$ cat src/rtl/pool_relu_quant.sv
// Max-pool / ReLU / shift / saturate stage for the conv_112_49 output stream.
// The result leaves through a two-entry FIFO, and out_last marks each frame end.
module pool_relu_quant #(
  parameter int IN_W  = 26,
  parameter int OUT_W = 12,
  parameter int POOL  = 2,
  parameter int FRAME = 64,
  parameter int SHIFT = 8,
  parameter int RELU  = 1
) (
  input  logic             clk,
  input  logic             reset,
  input  logic [IN_W-1:0]  in_data,
  input  logic             in_valid,
  output logic             in_ready,
  output logic [OUT_W-1:0] out_data,
  output logic             out_valid,
  input  logic             out_ready,
  output logic             out_last
);

  localparam int WCW = (POOL > 1) ? $clog2(POOL) : 1;
  localparam int FCW = (FRAME > 1) ? $clog2(FRAME) : 1;
  localparam logic [WCW-1:0] WIN_LAST = WCW'(POOL - 1);
  localparam logic [WCW-1:0] WIN_ONE  = WCW'(1);
  localparam logic [FCW-1:0] FRM_LAST = FCW'(FRAME - 1);
  localparam logic [FCW-1:0] FRM_ONE  = FCW'(1);
  localparam logic signed [IN_W-1:0] SAT_HI = IN_W'((1 << (OUT_W - 1)) - 1);
  localparam logic signed [IN_W-1:0] SAT_LO = ~SAT_HI;

  logic [WCW-1:0]         win_cnt_q, win_cnt_d;
  logic [FCW-1:0]         frm_cnt_q, frm_cnt_d;
  logic signed [IN_W-1:0] max_q, max_d;
  logic [OUT_W-1:0]       head_data_q, head_data_d, tail_data_q, tail_data_d;
  logic                   head_last_q, head_last_d, tail_last_q, tail_last_d;
  logic [1:0]             cnt_q, cnt_d;

  logic                   accept, close, pop, frm_end, win_end;
  logic signed [IN_W-1:0] sample, win_max, relu_v, shifted;
  logic [OUT_W-1:0]       sat;

  // Valid/ready: a transfer happens on a rising edge where valid && ready are both high;
  // in_ready comes only from registered FIFO occupancy, so out_ready never reaches it.
  assign in_ready  = (cnt_q != 2'd2);
  assign out_valid = (cnt_q != 2'd0);
  assign out_data  = head_data_q;
  assign out_last  = head_last_q;

  assign accept  = in_valid && in_ready;
  assign pop     = out_valid && out_ready;
  assign frm_end = (frm_cnt_q == FRM_LAST);
  assign win_end = (win_cnt_q == WIN_LAST);
  assign close   = accept && (win_end || frm_end);

  // The closing sample takes part in the max, so the result is ready on the same edge.
  always_comb begin
    sample  = $signed(in_data);
    win_max = ((win_cnt_q == '0) || (sample > max_q)) ? sample : max_q;
    relu_v  = ((RELU != 0) && win_max[IN_W-1]) ? '0 : win_max;
    shifted = relu_v >>> SHIFT;
    if (shifted > SAT_HI) begin
      sat = SAT_HI[OUT_W-1:0];
    end else if (shifted < SAT_LO) begin
      sat = SAT_LO[OUT_W-1:0];
    end else begin
      sat = shifted[OUT_W-1:0];
    end
  end

  always_comb begin
    win_cnt_d = win_cnt_q;
    frm_cnt_d = frm_cnt_q;
    max_d     = max_q;
    if (accept) begin
      max_d     = win_max;
      win_cnt_d = close ? '0 : win_cnt_q + WIN_ONE;
      frm_cnt_d = frm_end ? '0 : frm_cnt_q + FRM_ONE;
    end
  end

  // Slot 0 is the head. A push while full cannot occur because accept needs in_ready.
  always_comb begin
    head_data_d = head_data_q;
    head_last_d = head_last_q;
    tail_data_d = tail_data_q;
    tail_last_d = tail_last_q;
    cnt_d       = cnt_q;
    case ({close, pop})
      2'b10: begin
        if (cnt_q == 2'd0) begin
          head_data_d = sat;
          head_last_d = frm_end;
        end else begin
          tail_data_d = sat;
          tail_last_d = frm_end;
        end
        cnt_d = cnt_q + 2'd1;
      end
      2'b01: begin
        head_data_d = tail_data_q;
        head_last_d = tail_last_q;
        cnt_d       = cnt_q - 2'd1;
      end
      2'b11: begin
        if (cnt_q == 2'd1) begin
          head_data_d = sat;
          head_last_d = frm_end;
        end else begin
          head_data_d = tail_data_q;
          head_last_d = tail_last_q;
          tail_data_d = sat;
          tail_last_d = frm_end;
        end
      end
      default: ;
    endcase
  end

  always_ff @(posedge clk or negedge reset) begin
    if (!reset) begin
      win_cnt_q   <= '0;
      frm_cnt_q   <= '0;
      max_q       <= '0;
      head_data_q <= '0;
      head_last_q <= 1'b0;
      tail_data_q <= '0;
      tail_last_q <= 1'b0;
      cnt_q       <= 2'd0;
    end else begin
      win_cnt_q   <= win_cnt_d;
      frm_cnt_q   <= frm_cnt_d;
      max_q       <= max_d;
      head_data_q <= head_data_d;
      head_last_q <= head_last_d;
      tail_data_q <= tail_data_d;
      tail_last_q <= tail_last_d;
      cnt_q       <= cnt_d;
    end
  end

endmodule

$ cat config.mk
export PLATFORM = sky130hd
export DESIGN_NAME = pool_relu_quant
export DESIGN_NICKNAME = d
export VERILOG_FILES = /design/src/rtl/pool_relu_quant.sv
export SDC_FILE = /design/constraint.sdc
export NUM_CORES = 1
export LEC_CHECK = 0
export CORE_MARGIN = 1.5
export CORE_UTILIZATION = 35
export DETAILED_ROUTE_END_ITERATION = 6
export PLACE_DENSITY_LB_ADDON = 0.12
export SLEW_MARGIN = 10
export SYNTH_ARGS = -nofsm -noshare
export SYNTH_HDL_FRONTEND = slang
export SYNTH_SLANG_ARGS = --single-unit
export TNS_END_PERCENT = 1
$ cat constraint.sdc
create_clock -name clk -period 9.2 [get_ports clk]
set_clock_uncertainty 0.1 [all_clocks]
set_input_delay 2.76 -clock clk [delete_from_list [all_inputs] [get_ports clk]]
set_output_delay 2.76 -clock clk [all_outputs]
set_load 0.01 [all_outputs]
# [Word level (Yosys, flattened, before mapping)]
# Index checks and enable logic that the tools add are counted.
[op_classes] add_sub_neg=4 n_lt_le_gt_ge=3 eq_ne=9 mux=19 bitwise=1 reduce_logical=12
[op_table] operator="$mux 12" count=6
[op_table] operator="$pmux 12 s3" count=1
[op_table] operator="$gt 26x26->1" count=1
[op_table] operator="$mux 26" count=1
[op_table] operator="$mux 25" count=1
[op_table] operator="$pmux 12 s2" count=1
[op_table] operator="$lt 18x12->1 const B" count=1
[op_table] operator="$gt 17x11->1 const B" count=1
[op_table] operator="$ne 2x2->1 const B" count=4
[op_table] operator="$add 6x1->6 const B" count=1
[op_table] operator="$eq 6x6->1 const B" count=1
[op_table] operator="$mux 6" count=1
[op_table] operator="$reduce_bool 2->1" count=3
[op_table] operator="$mux 1" count=5
[op_table] operator="$eq 2x1->1 const B" count=2
[op_table] operator="$eq 2x2->1 const B" count=2
[op_table] operator="$pmux 2 s2" count=1
[op_table] operator="$logic_and 1x1->1" count=3
[op_table] operator="$pmux 1 s3" count=1
[op_table] operator="$reduce_and 3->1" count=1
[op_table] operator="$reduce_bool 3->1" count=1
[op_table] operator="$add 2x1->2 const B" count=1
[op_table] operator="$logic_not 2->1" count=1
[op_table] operator="$logic_or 1x1->1" count=2
[op_table] operator="other kinds (5)" count=5
[totals] regBits=61 output_inout_bits=15

# [Logic depth before layout (Yosys ltp)]
# Gate-level depths: netlist (run 1).
[depth] word_depth=9 mapped_depth=14 ltp_nobuf=13

# [Worst setup path after synthesis (run 1)]
# Ideal clock, no wire load.
[synth_timing] path_kind="input to register" start="input in_data[15]" end="register (tool-made name)" setup_time_ns=0.125 t_arrival_ns=4.743 setup_slack_ns=4.232 stages=10 n_path_buf=2 path_cell_list="ha_1 a21o_1 nand3_1 a211oi_1 or4_1 o21ai_1 or2_1 buf_6 buf_8 mux2_4"
[synth_rtl] element="start, declared" line_no="13" text="input logic [IN_W-1:0] in_data,"

==> results of run 1 <==
## power by group through the flow
stage	registers [mW]	logic, mW	clock network (mW)
2_1_floorplan	0.479	0.466	0
3_3_place_gp	0.492	0.630	0
3_5_place_dp	0.493	0.641	0
4_1_cts	0.489	0.643	0.288
5_1_grt	0.507	0.721	0.300
6_report	0.489	0.634	0.279
## synth_stat cells (7+ instances only)
master and count:
sky130_fd_sc_hd__o21ai_0 31, sky130_fd_sc_hd__nand2_1 35, sky130_fd_sc_hd__mux2_4 19, sky130_fd_sc_hd__ha_1 33, sky130_fd_sc_hd__a21oi_1 24, sky130_fd_sc_hd__o211ai_1 11
sky130_fd_sc_hd__nor2_1 21, sky130_fd_sc_hd__a31oi_1 22, sky130_fd_sc_hd__inv_1 37, sky130_fd_sc_hd__nand4_1 7, sky130_fd_sc_hd__dfrtp_1 61, sky130_fd_sc_hd__clkbuf_1 11
## worst paths after layout
path | end | from | slack (ps) | depth (start not counted)
setup / recovery | flip-flop | in_data[5] | 3060 | 10
hold / removal | frm_cnt_q[4] | frm_cnt_q[4] | 380 | 1
setup reg to reg | flip-flop | max_q[25] | 5560 | 10
hold reg to reg | frm_cnt_q[4] | frm_cnt_q[4] | 380 | 1
max in group asynchronous | tail_data_q[2] | reset | 5970 | 2
min in group asynchronous | cnt_q[0] | reset | 2490 | 2
## worst max-delay path, cell delays in order
cell                              delay (ps)
sky130_fd_sc_hd__clkdlybuf4s50_1         420
sky130_fd_sc_hd__ha_1                    340
sky130_fd_sc_hd__a21oi_1                 160
sky130_fd_sc_hd__o21ai_1                 100
sky130_fd_sc_hd__a2111oi_0               760
sky130_fd_sc_hd__nor3_2                  110
sky130_fd_sc_hd__o21ai_1                 620
sky130_fd_sc_hd__or2_1                   190
sky130_fd_sc_hd__buf_4                   410
sky130_fd_sc_hd__mux2_1                  370
## per-layer routing
layer / global-route usage / share of wire / up-vias
li1: - / - / 1384
met1: 0.217 / 0.50 / 1309
met2: 0.247 / 0.46 / 45
met3: 0.0320 / 0.028 / 4
met4: 0.0357 / 0.0059 / 0
met5: 0 / 0 / -
## logic make-up (layout without fill, tap and decap cells)
logic type,Yosys count,after routing,synth area share
DFF,61,61,0.426
xor gates and xnor gates,4,4,0.00979
and+or+nand+nor,83,83,0.106
buffers and inverters,52,99,0.0633
adders and majority gates,33,33,0.115
muxes,27,27,0.105
AOI/OAI and AO/OA,105,105,0.174
## cell usage in the layout, fill, tap and decap left out, types with 2 or more instances in the layout
master,n
sky130_fd_sc_hd__dfrtp_1,61
sky130_fd_sc_hd__clkdlybuf4s50_1,43
sky130_fd_sc_hd__inv_1,37
sky130_fd_sc_hd__nand2_1,35
sky130_fd_sc_hd__ha_1,33
sky130_fd_sc_hd__o21ai_0,31
sky130_fd_sc_hd__a21oi_1,24
sky130_fd_sc_hd__a31oi_1,22
sky130_fd_sc_hd__nor2_1,20
sky130_fd_sc_hd__mux2_4,19
sky130_fd_sc_hd__clkbuf_8,12
sky130_fd_sc_hd__o211ai_1,11
sky130_fd_sc_hd__nand4_1,7
sky130_fd_sc_hd__nand3_1,6
sky130_fd_sc_hd__mux2_1,6
sky130_fd_sc_hd__xnor2_1,4
sky130_fd_sc_hd__a21o_1,3
sky130_fd_sc_hd__a211oi_1,3
sky130_fd_sc_hd__o21ai_1,3
sky130_fd_sc_hd__nor2b_1,3
sky130_fd_sc_hd__buf_4,3
sky130_fd_sc_hd__nor4_1,2
sky130_fd_sc_hd__nor3_1,2
sky130_fd_sc_hd__a22o_1,2
sky130_fd_sc_hd__bufinv_16,2
## area by class of cell
class                           count  area, sq um
Sequential cell                    61         1530
Inverter                           37          139
Multi-Input combinational cell    252         1830
Timing Repair Buffer               47          458
Tap cell                          133          166
Fill cell                        1005         5510
Clock buffer                       12          165
Clock inverter                      3         67.6
## metrics by stage
step	setup WS (ps)	power [mW]
after floorplan	4230	0.945
after global placement	2750	1.12
after detailed placement	2710	1.13
after CTS	3040	1.42
after global routing	2850	1.53
final	3060	1.40
==> results_tabular.tex, run 1 <==
\begin{tabular}{lr}
\hline
Metric & Value \\
\hline
\multicolumn{2}{l}{\textbf{Status}} \\
\quad Outcome & finished, final reports clean \\
\multicolumn{2}{l}{\textbf{Floorplan}} \\
\quad I/O Pins & 45 \\
\quad Core Footprint & 9860 sq um \\
\quad Die Area & 10,800 sq um \\
\quad Starting density of the core & 0.363 \\
\quad Horizontal extent of the die & 104 um \\
\quad Num rows & 36 \\
\quad Die Y-Extent & 104 um \\
\multicolumn{2}{l}{\textbf{Clock tree}} \\
\quad \# resized after CTS & 0 \\
\quad Clock-pin slew on the worst setup and hold paths & 70 ps \\
\quad TritonCTS clock tree & yes \\
\quad Number of buffers inserted to repair setup after CTS & 0 \\
\quad Num CTS Buffers & 9 \\
\quad Level count of the clock H-tree & 3 \\
\quad Root Buffer Master & sky130\_fd\_sc\_hd\_\_clkbuf\_8 \\
\quad Longest Clk Path Bufs & 2 \\
\quad Skew-Pair Late Insertion Delay & 330 ps \\
\quad CTS hold repair buffers & 0 \\
\quad Clk sinks & 61 \\
\multicolumn{2}{l}{\textbf{Route}} \\
\quad Vias & 2,742 \\
\quad First-iteration detailed-routing DRC count & 127 \\
\quad Total DRC errors in the routed layout & 0 \\
\quad Avg Vias per Cell & 5.03 \\
\quad Overall routed net length & 7940 um \\
\quad Detailed-route wire length per cell & 14.6 um \\
\quad Length of the first detailed-routing pass in iterations & 4 \\
\quad Antenna Nets Post-Route & 0 \\
\multicolumn{2}{l}{\textbf{Power}} \\
\quad Combinational group share of total power & 0.452 \\
\quad Switching Power & 0.523 mW \\
\quad P per Cell Area & 322 nW/um\^{}2 \\
\quad Clk pwr share & 0.199 \\
\quad Worst IR drop on VDD & 0.000114 V \\
\quad Total internal power & 0.879 mW \\
\quad Cell leakage power & 1.97 nW \\
\quad Share of total power consumed by net switching & 0.373 \\
\quad Sequential cell fraction of total power & 0.349 \\
\multicolumn{2}{l}{\textbf{Logic synthesis}} \\
\quad Synth cell types & 39 \\
\quad Synth Flop Type & sky130\_fd\_sc\_hd\_\_dfrtp\_1 \\
\quad Instance count of the mapped netlist & 365 \\
\quad Post-synthesis cell type with the largest combined area & sky130\_fd\_sc\_hd\_\_dfrtp\_1 \\
\quad Syn\_nets & 428 \\
\quad Yosys warning total & 0 \\
\quad Number of flops mapped to enable cells by yosys & 0 \\
\quad Mean Syn Cell Area & 9.81 sq um \\
\quad Number of storage elements in the synthesis netlist & 61 \\
\quad Cell area after synthesis & 3580 sq um \\
\quad Main area contributors after synthesis & sky130\_fd\_sc\_hd\_\_dfrtp\_1 43\%, sky130\_fd\_sc\_hd\_\_ha\_1 12\%, sky130\_fd\_sc\_hd\_\_mux2\_4 8.0\% \\
\quad Sequential fraction of the synthesis area & 0.426 \\
\quad Fraction of synthesis flops using an asynchronous set or reset pin & 1.00 \\
\quad Share of the synthesized area in the top cell type & 0.426 \\
\multicolumn{2}{l}{\textbf{Worst setup path}} \\
\quad Sort of element at the end of the critical path & flip-flop \\
\quad Critical path launch point type & input pin \\
\quad Worst-path fanout max & 26 \\
\quad Type of the worst setup path & in -> reg \\
\quad Critical path data required time & 9320 ps \\
\quad Worst endpoint data arrival time & 6260 ps \\
\multicolumn{2}{l}{\textbf{Finish}} \\
\quad Cell area after layout & 4360 sq um \\
\quad Final net count & 471 \\
\quad Layout overhead on the synthesized area & 21.7\% \\
\quad Share of layout cells above drive strength 1 & 0.107 \\
\quad Final Util & 0.442 \\
\quad Total inserted antenna cells & 0 \\
\quad Post-route non-filler standard cell count & 545 \\
\multicolumn{2}{l}{\textbf{Hold path}} \\
\quad Worst min path class & reg -> reg \\
\multicolumn{2}{l}{\textbf{Global routing}} \\
\quad Global-route wire length before repair & 13,500 um \\
\quad Maximum number of pins on one net before global-route repair & 62 \\
\quad Total gr overflow & 0 \\
\quad Number of antenna violations at the first check in global routing & 0 \\
\quad Vias in the first global route & 2,711 \\
\quad Overall global routing resource usage & 0.155 \\
\multicolumn{2}{l}{\textbf{Placement}} \\
\quad Final HPWL from detailed placement & 5720 um \\
\quad Routability Congestion & 0.781 \\
\quad Post-DP Area & 4120 sq um \\
\quad DP Cell Count & 530 \\
\quad Number of port buffers & 44 \\
\multicolumn{2}{l}{\textbf{Timing}} \\
\quad Total Negative Setup Slacks & 0 ps \\
\quad Post-Route Hold Slack & 380 ps \\
\quad Slew at the pin with the worst max-slew slack & 1080 ps \\
\quad Period utilization & 0.668 \\
\quad Final count of pins violating max slew & 0 \\
\quad Max-Slew Margin vs Limit & 0.280 \\
\quad Final Hold Viols & 0 \\
\quad Unrepaired setup endpoints after global routing & false \\
\quad Post-layout min period & 6140 ps \\
\quad Max Fclk & 163 MHz \\
\quad Setup violators final & 0 \\
\multicolumn{2}{l}{\textbf{Job}} \\
\quad Max-cap violation count & 0 \\
\hline
\end{tabular}
No activity file was read; power rests on OpenSTA's default activity.
==> inputs of run 2 (changes only) <==
==> constraint.sdc (replaced) <==
create_clock -name clk -period 4.95 [get_ports clk]
set_clock_uncertainty 0.1 [all_clocks]
set_input_delay 1.485 -clock clk [delete_from_list [all_inputs] [get_ports clk]]
set_output_delay 1.485 -clock clk [all_outputs]
set_load 0.01 [all_outputs]
==> run 2 against run 1 <==
Global-route usage up 0.47 points. Die area unchanged. Highest routed layer unchanged. Via count up 2.0%. Register-to-register slack worse by 3700 ps. Clock-buffer cell count down 3. Sequential power up 86%. Critical path type unchanged. Worst setup slack worse by 2400 ps. Clock power up 81%. Final cell count up 1.3%.
==> results_tabular.tex, run 2 (synthesis gave the netlist of run 1 again) <==
\begin{tabular}{lr}
\hline
Metric & Value \\
\hline
\multicolumn{2}{l}{\textbf{Job}} \\
\quad Max-cap violation count & 0 \\
\multicolumn{2}{l}{\textbf{Clock tree}} \\
\quad Clk sinks & 61 \\
\quad Longest Clk Path Bufs & 2 \\
\quad CTS hold repair buffers & 0 \\
\quad Num CTS Buffers & 9 \\
\quad Level count of the clock H-tree & 3 \\
\quad Root Buffer Master & sky130\_fd\_sc\_hd\_\_clkbuf\_8 \\
\quad Skew-Pair Late Insertion Delay & 340 ps \\
\quad Number of buffers inserted to repair setup after CTS & 0 \\
\quad Clock-pin slew on the worst setup and hold paths & 70 ps \\
\quad TritonCTS clock tree & yes \\
\quad \# resized after CTS & 0 \\
\multicolumn{2}{l}{\textbf{Finish}} \\
\quad Cell area after layout & 4380 sq um \\
\quad Commonest non-fill, non-tap cell in the layout & sky130\_fd\_sc\_hd\_\_dfrtp\_1 \\
\quad Share of layout cells above drive strength 1 & 0.117 \\
\quad Final Util & 0.444 \\
\quad Total inserted antenna cells & 0 \\
\quad Final net count & 477 \\
\quad Number of fillers in the final layout & 974 \\
\quad Layout overhead on the synthesized area & 22.5\% \\
\quad Leading cell types in the layout, fill and taps excluded & 61 x sky130\_fd\_sc\_hd\_\_dfrtp\_1, 43 x sky130\_fd\_sc\_hd\_\_clkdlybuf4s50\_1, 37 x sky130\_fd\_sc\_hd\_\_inv\_1 \\
\multicolumn{2}{l}{\textbf{Route}} \\
\quad Antenna Nets Post-Route & 0 \\
\quad Total DRC errors in the routed layout & 0 \\
\quad Detailed-route wire length per cell & 14.8 um \\
\quad Overall routed net length & 8160 um \\
\quad Avg Vias per Cell & 5.07 \\
\quad Vias & 2,798 \\
\quad First-iteration detailed-routing DRC count & 98 \\
\quad Length of the first detailed-routing pass in iterations & 4 \\
\multicolumn{2}{l}{\textbf{Floorplan}} \\
\quad Horizontal extent of the die & 104 um \\
\quad I/O Pins & 45 \\
\quad Starting density of the core & 0.363 \\
\quad Core Footprint & 9860 sq um \\
\quad Die Y-Extent & 104 um \\
\quad Num rows & 36 \\
\quad Die Area & 10,800 sq um \\
\multicolumn{2}{l}{\textbf{Timing}} \\
\quad Period utilization & 0.867 \\
\quad Max Fclk & 233 MHz \\
\quad Unrepaired setup endpoints after global routing & false \\
\quad Final count of pins violating max slew & 0 \\
\quad Final Hold Viols & 0 \\
\quad Worst path setup slack after routing & 657 ps \\
\quad Post-Route Hold Slack & 389 ps \\
\quad Setup violators final & 0 \\
\quad Total Negative Setup Slacks & 0 ps \\
\quad Max-Slew Margin vs Limit & 0.361 \\
\quad Slew at the pin with the worst max-slew slack & 959 ps \\
\quad Post-layout min period & 4290 ps \\
\multicolumn{2}{l}{\textbf{Worst setup path}} \\
\quad Worst-path fanout max & 16 \\
\quad Critical Path Source & in\_data[5] \\
\quad Type of the worst setup path & in -> reg \\
\quad R2R Setup Slk & 1890 ps \\
\quad Cell with the most instances on the worst path & sky130\_fd\_sc\_hd\_\_o21ai\_1 \\
\quad Depth of the worst register-to-register path & 10 \\
\quad Crit-path slowest cell & sky130\_fd\_sc\_hd\_\_a2111oi\_0 \\
\quad Critical path buffers and inverters & 2 \\
\quad Worst path max stage delay & 820 ps \\
\quad Critical path launch point type & input pin \\
\quad Count of cell instances traversed by the critical path & 10 \\
\quad Critical path data required time & 5080 ps \\
\quad Series of cell instances along the critical path & clkdlybuf4s50\_1 -> ha\_1 -> a21oi\_1 -> o21ai\_1 -> a2111oi\_0 -> nor3\_2 -> o21ai\_1 -> or2\_1 -> buf\_4 -> mux2\_4 \\
\quad Worst endpoint data arrival time & 4420 ps \\
\quad Kind of cell adding the most delay to the critical path & compound AO/OA/AOI/OAI gates \\
\quad Sort of element at the end of the critical path & flip-flop \\
\multicolumn{2}{l}{\textbf{Global routing}} \\
\quad Maximum number of pins on one net before global-route repair & 42 \\
\quad Fraction of met1 tracks used by global routing & 0.209 \\
\quad Total gr overflow & 0 \\
\quad Met2 track utilization from global routing & 0.260 \\
\quad Overall global routing resource usage & 0.160 \\
\quad Vias in the first global route & 2,767 \\
\quad Peak-usage layer in the global routing report & met2 \\
\quad Met3 Usage GRT & 0.0407 \\
\quad Global-route wire length before repair & 13,800 um \\
\quad Number of antenna violations at the first check in global routing & 0 \\
\multicolumn{2}{l}{\textbf{Placement}} \\
\quad Final HPWL from detailed placement & 5980 um \\
\quad Number of port buffers & 44 \\
\quad Worst slack at placement & 301 ps \\
\quad Post-DP Area & 4160 sq um \\
\quad Routability Congestion & 0.798 \\
\multicolumn{2}{l}{\textbf{Power}} \\
\quad Worst IR drop on VDD & 0.000194 V \\
\quad P per Cell Area & 598 nW/um\^{}2 \\
\quad Cell leakage power & 2.00 nW \\
\multicolumn{2}{l}{\textbf{Hold path}} \\
\quad Worst min path class & reg -> reg \\
\multicolumn{2}{l}{\textbf{Status}} \\
\quad Outcome & finished, final reports clean \\
\hline
\end{tabular}
[run 2: changes by cell type in the layout (fill, tap and decap cells not counted), sizes merged]
cell	change
buf	+6
clkinv	+3
clkbuf	-3
inv	+1
[run 2: cell type report]
cell class                 instances  area, sq um  share of cell area
timing repair buffer              53          503               0.115
sequential                        61         1530               0.348
clock inverter                     7         98.8              0.0225
tap                              133          166              0.0380
clock buffer                       9          124              0.0283
inverter                          37          139              0.0317
multi-input combinational        252         1830               0.417
[run 2: per-stage QoR]
stage          cells  power [mW]
2_1_floorplan    365        1.76
3_3_place_gp     536        2.11
3_5_place_dp     536        2.14
4_1_cts          552        2.66
5_1_grt          552        2.85
6_report         552        2.62
[run 2: worst min path at each step]
stage	start	to	slack, ps	cells past startpoint
3_5_place_dp	frm_cnt_q[4]	frm_cnt_q[4]	370	1
2_1_floorplan	frm_cnt_q[4]	frm_cnt_q[4]	350	1
3_3_place_gp	frm_cnt_q[4]	frm_cnt_q[4]	370	1
4_1_cts	frm_cnt_q[4]	frm_cnt_q[4]	400	1
6_report	flip-flop	flip-flop	390	1
5_1_grt	flip-flop	flip-flop	400	1
[run 2: where the power goes]
part           internal, mW  leakage [nW]  switching, mW
Clock                 0.286         0.110          0.218
Sequential            0.738         0.729          0.170
Combinational         0.594          1.16          0.618
Total                  1.62          2.00           1.01
[run 2: routing by layer]
layer	routed length (um)	share of wire
met5	0	0
met2	3760	0.46
met4	89	0.011
met3	362	0.044
met1	3940	0.48
